`config.mk`:
```
export PLATFORM = sky130hd
export DESIGN_NAME = mem_stage
export DESIGN_NICKNAME = d
export VERILOG_FILES = /design/src/rtl/mem_stage.sv
export SDC_FILE = /design/constraint.sdc
export NUM_CORES = 1
export LEC_CHECK = 0
export ABC_AREA = 0
export BUFFER_PORTS_ARGS = -buffer_cell sky130_fd_sc_hd__buf_4
export CORE_UTILIZATION = 50
export DETAILED_ROUTE_END_ITERATION = 8
export PLACE_DENSITY_LB_ADDON = 0.08
export SLEW_MARGIN = 20
export SYNTH_ARGS = -nofsm -noshare
export SYNTH_HDL_FRONTEND = slang
export SYNTH_SLANG_ARGS = --single-unit
```
`constraint.sdc`:
```
create_clock -name clk -period 3.1 [get_ports clk]
set_clock_uncertainty 0.05 [all_clocks]
set_input_delay 0.31 -clock clk [delete_from_list [all_inputs] [get_ports clk]]
set_output_delay 0.31 -clock clk [all_outputs]
set_load 0.02 [all_outputs]
```
`src/rtl/mem_stage.sv`:
```
// mem_stage: EX/MEM pipeline register, data-memory access controller and
// MEM/WB pipeline register of a 5-stage pipeline.
// Optional feature: define MEM_ALIGN_CHECK_EN to block misaligned word
// accesses and flag them on MisalignM instead of issuing a request.
//
// Memory handshake (dmem_req / dmem_ack): dmem_req is the valid and
// dmem_ack is the ready. A transfer completes in the cycle where both are 1.
// While dmem_req=1 and dmem_ack=0, dmem_req, dmem_we, dmem_addr and
// dmem_wdata stay stable. dmem_ack while dmem_req=0 has no effect.
module mem_stage (
    input  logic        clk,
    input  logic        rst,
    input  logic        RegWriteE,
    input  logic        MemToRegE,
    input  logic        jumpE,
    input  logic [1:0]  MemWriteE,
    input  logic [31:0] ALUOutE,
    input  logic [31:0] WriteDataE,
    input  logic [4:0]  WriteRegE,
    input  logic        FlushM,
    output logic        dmem_req,
    output logic        dmem_we,
    output logic [31:0] dmem_addr,
    output logic [31:0] dmem_wdata,
    input  logic        dmem_ack,
    input  logic [31:0] dmem_rdata,
    output logic        StallM,
    output logic [31:0] ALUOutM,
    output logic [4:0]  WriteRegM,
    output logic        RegWriteM,
    output logic        RegWriteW,
    output logic        MemToRegW,
    output logic        jumpW,
    output logic [31:0] ReadDataW,
    output logic [31:0] ALUOutW,
    output logic [4:0]  WriteRegW,
    output logic        MisalignM,
    output logic        stateDbg
);

    typedef enum logic {
        IDLE = 1'b0,
        WAIT = 1'b1
    } state_t;

    state_t      state;
    state_t      stateNext;

    logic        MemToRegM;
    logic        jumpM;
    logic [1:0]  MemWriteM;
    logic [31:0] WriteDataM;

    logic        memOpM;
    logic        isStoreM;
    logic        accessM;

    // EX/MEM register: hold while memory stalls, bubble on flush, else capture
    always_ff @(posedge clk or negedge rst) begin
        if (!rst) begin
            RegWriteM  <= 1'b0;
            MemToRegM  <= 1'b0;
            jumpM      <= 1'b0;
            MemWriteM  <= 2'b00;
            ALUOutM    <= 32'h0;
            WriteDataM <= 32'h0;
            WriteRegM  <= 5'd0;
        end else if (!StallM) begin
            if (FlushM) begin
                RegWriteM  <= 1'b0;
                MemToRegM  <= 1'b0;
                jumpM      <= 1'b0;
                MemWriteM  <= 2'b00;
                ALUOutM    <= 32'h0;
                WriteDataM <= 32'h0;
                WriteRegM  <= 5'd0;
            end else begin
                RegWriteM  <= RegWriteE;
                MemToRegM  <= MemToRegE;
                jumpM      <= jumpE;
                MemWriteM  <= MemWriteE;
                ALUOutM    <= ALUOutE;
                WriteDataM <= WriteDataE;
                WriteRegM  <= WriteRegE;
            end
        end
    end

    // A load takes priority over a simultaneous store encoding.
    assign memOpM   = MemToRegM | (MemWriteM == 2'b01);
    assign isStoreM = (MemWriteM == 2'b01) & ~MemToRegM;

`ifdef MEM_ALIGN_CHECK_EN
    assign accessM   = memOpM & (ALUOutM[1:0] == 2'b00);
    assign MisalignM = memOpM & (ALUOutM[1:0] != 2'b00);
`else
    assign accessM   = memOpM;
    assign MisalignM = 1'b0;
`endif

    // FSM state register
    always_ff @(posedge clk or negedge rst) begin
        if (!rst) begin
            state <= IDLE;
        end else begin
            state <= stateNext;
        end
    end

    // FSM next state and memory request outputs; request is combinational
    // off the held EX/MEM contents, so it is stable across WAIT cycles
    always_comb begin
        stateNext  = state;
        StallM     = 1'b0;
        dmem_req   = 1'b0;
        dmem_we    = 1'b0;
        dmem_addr  = 32'h0;
        dmem_wdata = 32'h0;
        if (accessM) begin
            dmem_req   = 1'b1;
            dmem_we    = isStoreM;
            dmem_addr  = {ALUOutM[31:2], 2'b00};
            dmem_wdata = WriteDataM;
        end
        case (state)
            IDLE: begin
                if (accessM && !dmem_ack) begin
                    StallM    = 1'b1;
                    stateNext = WAIT;
                end
            end
            WAIT: begin
                if (accessM && !dmem_ack) begin
                    StallM = 1'b1;
                end else begin
                    stateNext = IDLE;
                end
            end
            default: stateNext = IDLE;
        endcase
    end

    assign stateDbg = (state == WAIT);

    // MEM/WB register: bubble while stalled, else capture the completing op
    always_ff @(posedge clk or negedge rst) begin
        if (!rst) begin
            RegWriteW <= 1'b0;
            MemToRegW <= 1'b0;
            jumpW     <= 1'b0;
            ReadDataW <= 32'h0;
            ALUOutW   <= 32'h0;
            WriteRegW <= 5'd0;
        end else if (StallM) begin
            RegWriteW <= 1'b0;
            MemToRegW <= 1'b0;
            jumpW     <= 1'b0;
            ReadDataW <= 32'h0;
            ALUOutW   <= 32'h0;
            WriteRegW <= 5'd0;
        end else begin
            RegWriteW <= RegWriteM & ~MisalignM;
            MemToRegW <= MemToRegM;
            jumpW     <= jumpM;
            ReadDataW <= (MemToRegM && accessM) ? dmem_rdata : 32'h0;
            ALUOutW   <= ALUOutM;
            WriteRegW <= WriteRegM;
        end
    end

endmodule

```
==> results.yml, run 1 <==
worst_setup_path:
  cp-end-kind: "output pin"
  r2r_slack_ns: 0.97
  crit_arrival_ns: 2.03
  startpoint_type: "register"
  crit_type: "reg -> out"
  worst-path-max-fanout: 55
  cp.required_ns: 2.74
power:
  finalPower_mw: 5.25
  power.density_nw_per_um2: 581
  static-leakage-power_nw: 4.92
  ir_worst_vdd_uv: 319
final_layout:
  final_nets: 865
  final_cell_mix: "290 x buf_4, 147 x dfrtp_1, 102 x and2_1"
  finalInstanceArea_um2: 9030
  syn_to_final_growth_pct: 45.8
  final_common_cell: "buf_4"
  drive_gt1_frac: 0.477
  antenna_cells: 0
floorplan:
  die-area_um2: 12800
  initial_core_util: 0.514
  coreArea_um2: 12100
  num_rows: 40
  die_h_um: 113
  io_pins: 289
  chipWidth_um: 113
grt:
  grt_pass1_wl_mm: 23.4
  grtUsageTotal: 0.241
  grt_start_max_net_pins: 75
  overflow: 0
  antenna_found_initial: 0
  grt_pass1_vias: 4509
sta:
  setup_tns_ns: 0
  worst_pin_slew_ns: 0.830
  setup_viol: 0
  min_period_over_period: 0.772
  layout_min_cycle_time_ns: 2.39
  fin_hold_ws_ns: 0.0971
  relSlewSlack: 0.446
  drv_slew: 0
  finalHoldViolCount: 0
  max_freq_ghz: 0.418
  rsz0062_at_grt: "no"
clock_tree:
  htreeDepth: 4
  worstSkewPairLatency_ns: 0.40
  cts_tree: "built"
  cts.sinks: 147
  root_buffer: "clkbuf_16"
  clk_path_buf_depth: 2
  post_cts_buffers: 0
  cts_buffers: 17
  path_clk_slew_ns: 0.06
synth:
  ys_types: 20
  avgSynthCellArea_um2: 13.0
  synth_compound_area_frac: 0.00283
  synth.area.mux_share: 0.155
  synth_seq_cells: 147
  synth_cells: 477
  seq_area_frac_synth: 0.594
  yosys.area_share.simple: 0.215
  mappedNetlistArea_um2: 6200
  synth_top_family_by_area: "simple AND/OR/NAND/NOR gates"
  synthAdderAreaFrac: 0
  yosys_warnings: 0
  yosys.area_share.xor_xnor: 0
drt:
  drt-total-wl_mm: 15.1
  routedWlPerCell_um: 16.1
  ant_nets: 0
  first_pass_iters: 4
  viasPerCell: 4.79
  via_count: 4476
  drc: 0
  initialDrtViolationCount: 180
job:
  max_cap_violations: 0
placed_design:
  place_area_um2: 8460
  numPortBuffers: 285
  hpwl_mm: 10.6
  place.gp.congestion: 0.763
outcome:
  status: "finished clean"
min_path:
  hold_class: "in -> reg"
## metal layers
metal  track usage  share of wire  vias up
li1              -              -     2075
met1         0.278           0.39     2168
met2         0.393           0.50      195
met3        0.0932          0.083       38
met4         0.123          0.034        0
met5             0              0        -
## kinds of logic after synthesis
family,count (synthesis)
buffers and inverters,39
multiplexers,72
AND/OR/NAND/NOR,215
other,1
flip-flops,147
AO/OA/AOI/OAI,3
## Yosys cell counts (all sizes together)
library cell	number	share of area
a21oi	1	0.00081
o21ai	1	0.00081
clkbuf	24	0.015
mux2	72	0.16
inv	2	0.0012
nor2b	73	0.074
a21o	1	0.0012
nand2b	3	0.0030
buf	13	0.017
conb	1	0.00061
nor2	2	0.0012
dfrtp	147	0.59
nand2	2	0.0012
and3	32	0.032
and2	102	0.10
nor3	1	0.00081
## stage by stage
stage                     instances  worst slack [ns]   util
final                           934             0.705  0.749
after global routing            934             0.571  0.749
after CTS                       934             0.671  0.749
after detailed placement        903             0.971  0.701
after global placement          903              1.02  0.701
after floorplan                 479              1.40      -
## area by class of cell
| class | count | area, um^2 |
|---|---|---|
| sequential | 147 | 3680 |
| fill | 812 | 3030 |
| multi-input combinational | 293 | 2330 |
| inverter | 2 | 7.51 |
| timing repair buffer | 294 | 2240 |
| clock inverter | 11 | 113 |
| clock buffer | 19 | 453 |
| tap | 168 | 210 |
## power breakdown
part           leakage [nW]  switching [mW]  internal, mW
logic                  2.71           0.579         0.547
clock network         0.276           0.742          1.21
registers              1.93          0.0921          2.08
total                  4.92            1.41          3.84
## critical path, cell delays in order, from the launching register on
cell     delay, ns
dfrtp_1       0.35
buf_4         0.22
inv_1         0.12
a21o_4        0.60
inv_1         0.13
buf_4         0.19
## worst paths after layout
kind	start	end	cells after the start
max in group asynchronous	rst	ReadDataW[15]	3
min in group asynchronous	rst	WriteDataM[23]	2
min reg2reg	jumpM	jumpW	1
max reg2reg	MemToRegM	WriteDataM[31]	5
max	MemToRegM	StallM	5
min	dmem_rdata[0]	ReadDataW[0]	2
## registers in the layout, summed over array words and instances (netlist names)
signal      count
stateDbg        1
MemToRegM       1
MemWriteM       2
jumpW           1
jumpM           1
WriteRegW       5
ReadDataW      32
WriteRegM       5
ALUOutM        32
MemToRegW       1
RegWriteM       1
RegWriteW       1
ALUOutW        32
WriteDataM     32
## repair_timing
| action | 4_1_cts | 5_1_grt |
|---|---|---|
| gates resized for setup | 0 | 0 |
| endpoints found under the hold margin | 67 | 0 |
| endpoints found under the setup margin | 0 | 0 |
| hold buffers | 1 | 0 |
No activity file was read; power rests on OpenSTA's default activity.
==> run 2: changes to the inputs <==
--- a/config.mk
+++ b/config.mk
@@ -7,7 +7,7 @@
 export LEC_CHECK = 0
 export ABC_AREA = 0
 export BUFFER_PORTS_ARGS = -buffer_cell sky130_fd_sc_hd__buf_4
-export CORE_UTILIZATION = 50
+export CORE_UTILIZATION = 42
 export DETAILED_ROUTE_END_ITERATION = 8
 export PLACE_DENSITY_LB_ADDON = 0.08
 export SLEW_MARGIN = 20
==> constraint.sdc (replaced) <==
create_clock -name clk -period 2.13 [get_ports clk]
set_clock_uncertainty 0.05 [all_clocks]
set_input_delay 0.213 -clock clk [delete_from_list [all_inputs] [get_ports clk]]
set_output_delay 0.213 -clock clk [all_outputs]
set_load 0.02 [all_outputs]
==> results.yml, run 2 (same netlist as run 1, synthesis figures left out) <==
placed_design:
  hpwl_mm: 11.0
  dp_cells: 924
  place.gp.congestion: 0.752
  numPortBuffers: 285
sta:
  min_period_over_period: 0.944
  setup_viol: 0
  fin_hold_ws_ns: 0.0132
  max_freq_ghz: 0.498
  relSlewSlack: 0.620
  finalHoldViolCount: 0
  worst_pin_slew_ns: 0.570
  rsz0062_at_grt: "no"
  setup_tns_ns: 0
  layout_min_cycle_time_ns: 2.01
  drv_slew: 0
job:
  max_cap_violations: 0
worst_setup_path:
  crit_arrival_ns: 1.75
  cp.required_ns: 1.87
  startpoint_type: "register"
  worst-path-max-fanout: 16
  cp-end-kind: "output pin"
  crit_type: "reg -> out"
clock_tree:
  root_buffer: "clkbuf_16"
  cts.sinks: 147
  clk_path_buf_depth: 2
  htreeDepth: 4
  cts_buffers: 17
  cts_tree: "built"
  path_clk_slew_ns: 0.05
  worstSkewPairLatency_ns: 0.41
power:
  ir_worst_vdd_uv: 516
  static-leakage-power_nw: 5.11
  power.density_nw_per_um2: 827
grt:
  grt_pass1_vias: 4475
  grt_start_max_net_pins: 61
  antenna_found_initial: 0
  overflow: 0
  grt_pass1_wl_mm: 23.8
  grtUsageTotal: 0.213
drt:
  via_count: 4566
  routedWlPerCell_um: 16.2
  drc: 0
  first_pass_iters: 4
  viasPerCell: 4.63
  ant_nets: 0
  initialDrtViolationCount: 116
  drt-total-wl_mm: 16.0
final_layout:
  syn_to_final_growth_pct: 53.1
  fillers: 1132
  final_nets: 902
  final_common_cell: "buf_4"
  drive_gt1_frac: 0.463
  final_cell_mix: "293 x buf_4, 147 x dfrtp_1, 102 x and2_1"
  final_cells: 987
  antenna_cells: 0
outcome:
  status: "finished clean"
floorplan:
  initial_core_util: 0.428
  chipWidth_um: 123
  io_pins: 289
  num_rows: 44
  die-area_um2: 15200
  die_h_um: 123
  coreArea_um2: 14500
min_path:
  hold_class: "in -> reg"
-- run 2: changes by cell type in the layout (fill, tap and decap cells not counted), sizes merged --
cell | previous run | this run
buf | 293 | 300
nand2 | 2 | 3
clkbuf | 19 | 26
dlygate4sd3 | 1 | 30
clkinv | 6 | 2
clkinvlp | 3 | 0
-- run 2: worst paths after layout --
check                                    from             to  slack (ns)  depth (start not counted)
worst max-delay path             MemWriteM[1]  dmem_addr[16]        0.12                          5
worst min-delay path            dmem_rdata[1]   ReadDataW[1]        0.01                          2
worst max register to register      MemToRegM  WriteDataM[5]        0.25                          5
worst min register to register  WriteDataM[7]  WriteDataM[7]        0.43                          1
max in group asynchronous                 rst   WriteRegW[0]        1.02                          3
min in group asynchronous                 rst    ALUOutW[17]        0.29                          2
-- run 2: timing repair --
action,4_1_cts,5_1_grt
pin swaps,0,2
cloned,0,1
endpoints found under the setup margin,36,26
hold buffers,30,0
gates resized for setup,1,1
setup buffers,0,2
endpoints found under the hold margin,85,0
-- run 2: power by group --
group	internal [mW]	switching [mW]	total, mW
logic	0.863	0.861	1.72
registers	3.03	0.136	3.17
clock network	1.89	1.05	2.95
total	5.79	2.05	7.85
-- run 2: area by class of cell --
type,instances,area (um^2),share of cell area
multi-input combinational,294,2350,0.247
timing repair buffer,330,2630,0.277
clock buffer,26,519,0.0547
sequential,147,3680,0.388
inverter,2,7.51,0.000792
tap,184,230,0.0243
clock inverter,4,70.1,0.00739
-- run 2: worst max-delay path: stages, from the launching register on --
cell	delay, ns
dfrtp_1	0.36
nand2b_2	0.27
nand2_4	0.20
buf_4	0.22
and2_1	0.15
buf_4	0.13
-- run 2: layer usage --
layer / routed length [um] / track usage
met1: 6410 / 0.253
met2: 8090 / 0.357
met3: 1190 / 0.0747
met4: 264 / 0.0745
met5: 0 / 0
-- run 2: through the flow --
stage               utilization  power, mW  area (um^2)  worst slack (ns)
global placement          0.592       4.87         8570             0.426
finish                    0.655       7.85         9480             0.120
detailed placement        0.592       4.90         8570             0.358
floorplan                     -       4.08         6200             0.528
CTS                       0.653       7.93         9460            0.0146
global route              0.655       8.21         9480           0.00330
==> run 3: changes to the inputs <==
--- a/config.mk
+++ b/config.mk
@@ -9,7 +9,7 @@
 export BUFFER_PORTS_ARGS = -buffer_cell sky130_fd_sc_hd__buf_4
 export CORE_UTILIZATION = 42
 export DETAILED_ROUTE_END_ITERATION = 8
-export PLACE_DENSITY_LB_ADDON = 0.08
+export PLACE_DENSITY = 0.76
 export SLEW_MARGIN = 20
 export SYNTH_ARGS = -nofsm -noshare
 export SYNTH_HDL_FRONTEND = slang
==> results.yml, run 3 (same netlist as run 1, synthesis figures left out) <==
outcome:
  status: "finished clean"
sta:
  drv_slew: 0
  setup_tns_ns: 0
  relSlewSlack: 0.572
  worst_pin_slew_ns: 0.641
  min_period_over_period: 0.954
  layout_min_cycle_time_ns: 2.03
  rsz0062_at_grt: "no"
  max_freq_ghz: 0.492
  finalHoldViolCount: 0
  setup_viol: 0
drt:
  via_count: 4662
  routed-wl-met2_mm: 8.16
  drc: 0
  top_layer: "met4"
  routedWlPerCell_um: 16.1
  viasPerCell: 4.73
  wl_met3_mm: 1.10
  initialDrtViolationCount: 195
  first_pass_iters: 5
  ant_nets: 0
  met1_length_mm: 6.25
  drt-total-wl_mm: 15.9
floorplan:
  num_rows: 44
  die-area_um2: 15200
  chipWidth_um: 123
  die_h_um: 123
  coreArea_um2: 14500
  initial_core_util: 0.428
  io_pins: 289
worst_setup_path:
  worst-path-max-fanout: 25
  slowest_delay_ns: 0.43
  startpoint_type: "register"
  cp-end-kind: "output pin"
  cp.required_ns: 1.87
  cp_slowest_cell: "dfrtp_1"
  path_delay_family: "flip-flops"
  crit_type: "reg -> out"
  cp_cell_sequence: "nand2b_4 -> a21o_4 -> inv_1 -> buf_4"
  path_buf_inv: 2
  crit_arrival_ns: 1.77
final_layout:
  antenna_cells: 0
  final_common_cell: "buf_4"
  final_cell_mix: "291 x buf_4, 147 x dfrtp_1, 102 x and2_1"
  fillers: 1078
  multi_input_area_um2: 2350
  seqCellArea_um2: 3680
  syn_to_final_growth_pct: 53.6
  drive_gt1_frac: 0.465
  final_nets: 901
grt:
  grt_pass1_wl_mm: 23.5
  antenna_found_initial: 0
  grt_start_max_net_pins: 70
  grt_pass1_vias: 4559
  overflow: 0
  grtUsageTotal: 0.207
job:
  max_cap_violations: 0
clock_tree:
  root_buffer: "clkbuf_16"
  path_clk_slew_ns: 0.06
  cts_buffers: 17
  cts_tree: "built"
  worstSkewPairLatency_ns: 0.41
  clk_path_buf_depth: 2
  post_cts_buffers: 0
  htreeDepth: 4
  cts.sinks: 147
placed_design:
  place.gp.congestion: 0.782
  numPortBuffers: 285
  hpwl_mm: 10.6
power:
  power.density_nw_per_um2: 843
  finalPower_mw: 8.02
  static-leakage-power_nw: 5.12
  ir_worst_vdd_uv: 559
min_path:
  hold_class: "in -> reg"
-- run 3: cell types whose count changed in the layout (fill, tap and decap cells not counted), sizes merged --
| cell | change |
|---|---|
| clkinv | +2 |
| bufinv | +2 |
| dlygate4sd3 | +1 |
| clkbuf | -5 |
| buf | -2 |
| inv | +1 |
-- run 3: final timing paths --
kind,cells past startpoint,slack (ns),end,from
min in group asynchronous,2,0.33,ALUOutM[22],rst
hold reg to reg,1,0.43,WriteDataM[20],WriteDataM[20]
max in group asynchronous,3,1.02,ALUOutW[10],rst
setup reg to reg,4,0.34,ALUOutM[29],MemWriteM[0]
setup / recovery,4,0.1,StallM,MemWriteM[0]
hold / removal,2,0.03,ReadDataW[19],dmem_rdata[19]
-- run 3: report_power, final --
part | switching [mW] | internal [mW] | total (mW) | leakage (nW)
registers | 0.144 | 3.03 | 3.18 | 1.93
clock network | 1.08 | 2.04 | 3.12 | 0.309
logic | 0.864 | 0.860 | 1.72 | 2.89
-- run 3: repair_timing --
| action | CTS | global route |
|---|---|---|
| hold endpoints to repair | 96 | 0 |
| resized for setup | 1 | 3 |
| pin swaps | 0 | 2 |
| setup endpoints to repair | 42 | 43 |
| hold buffers | 31 | 0 |
| cloned | 0 | 1 |
-- run 3: cell type report --
class	count	share of cell area
Sequential cell	147	0.386
Timing Repair Buffer	329	0.276
Multi-Input combinational cell	294	0.247
Clock buffer	21	0.0494
Tap cell	184	0.0242
Clock inverter	9	0.0160
Inverter	2	0.000789
-- run 3: metrics by stage --
| stage | worst slack [ns] | std cells | util | hold WS [ns] | instance area, um^2 |
|---|---|---|---|---|---|
| after detailed placement | 0.338 | 924 | 0.592 | 0.212 | 8570 |
| after CTS | 0.0190 | 985 | 0.656 | 0.000249 | 9500 |
| final | 0.0979 | 986 | 0.657 | 0.0276 | 9520 |
| after floorplan | 0.528 | 479 | - | -0.133 | 6200 |
| after global routing | 0.0146 | 986 | 0.657 | 0.0116 | 9520 |
| after global placement | 0.413 | 924 | 0.592 | 0.202 | 8570 |
-- run 3: worst register-to-register path: stages, from the launching register on --
cell      delay [ns]
dfrtp_1         0.43
nand2b_4        0.16
a21o_4          0.40
buf_4           0.31
mux2_4          0.32
-- run 3: per-layer routing --
metal  vias to the layer above  track usage
met3                        28       0.0544
met1                      2274        0.241
met4                         0       0.0866
li1                       2156            -
met5                         -            0
met2                       204        0.360
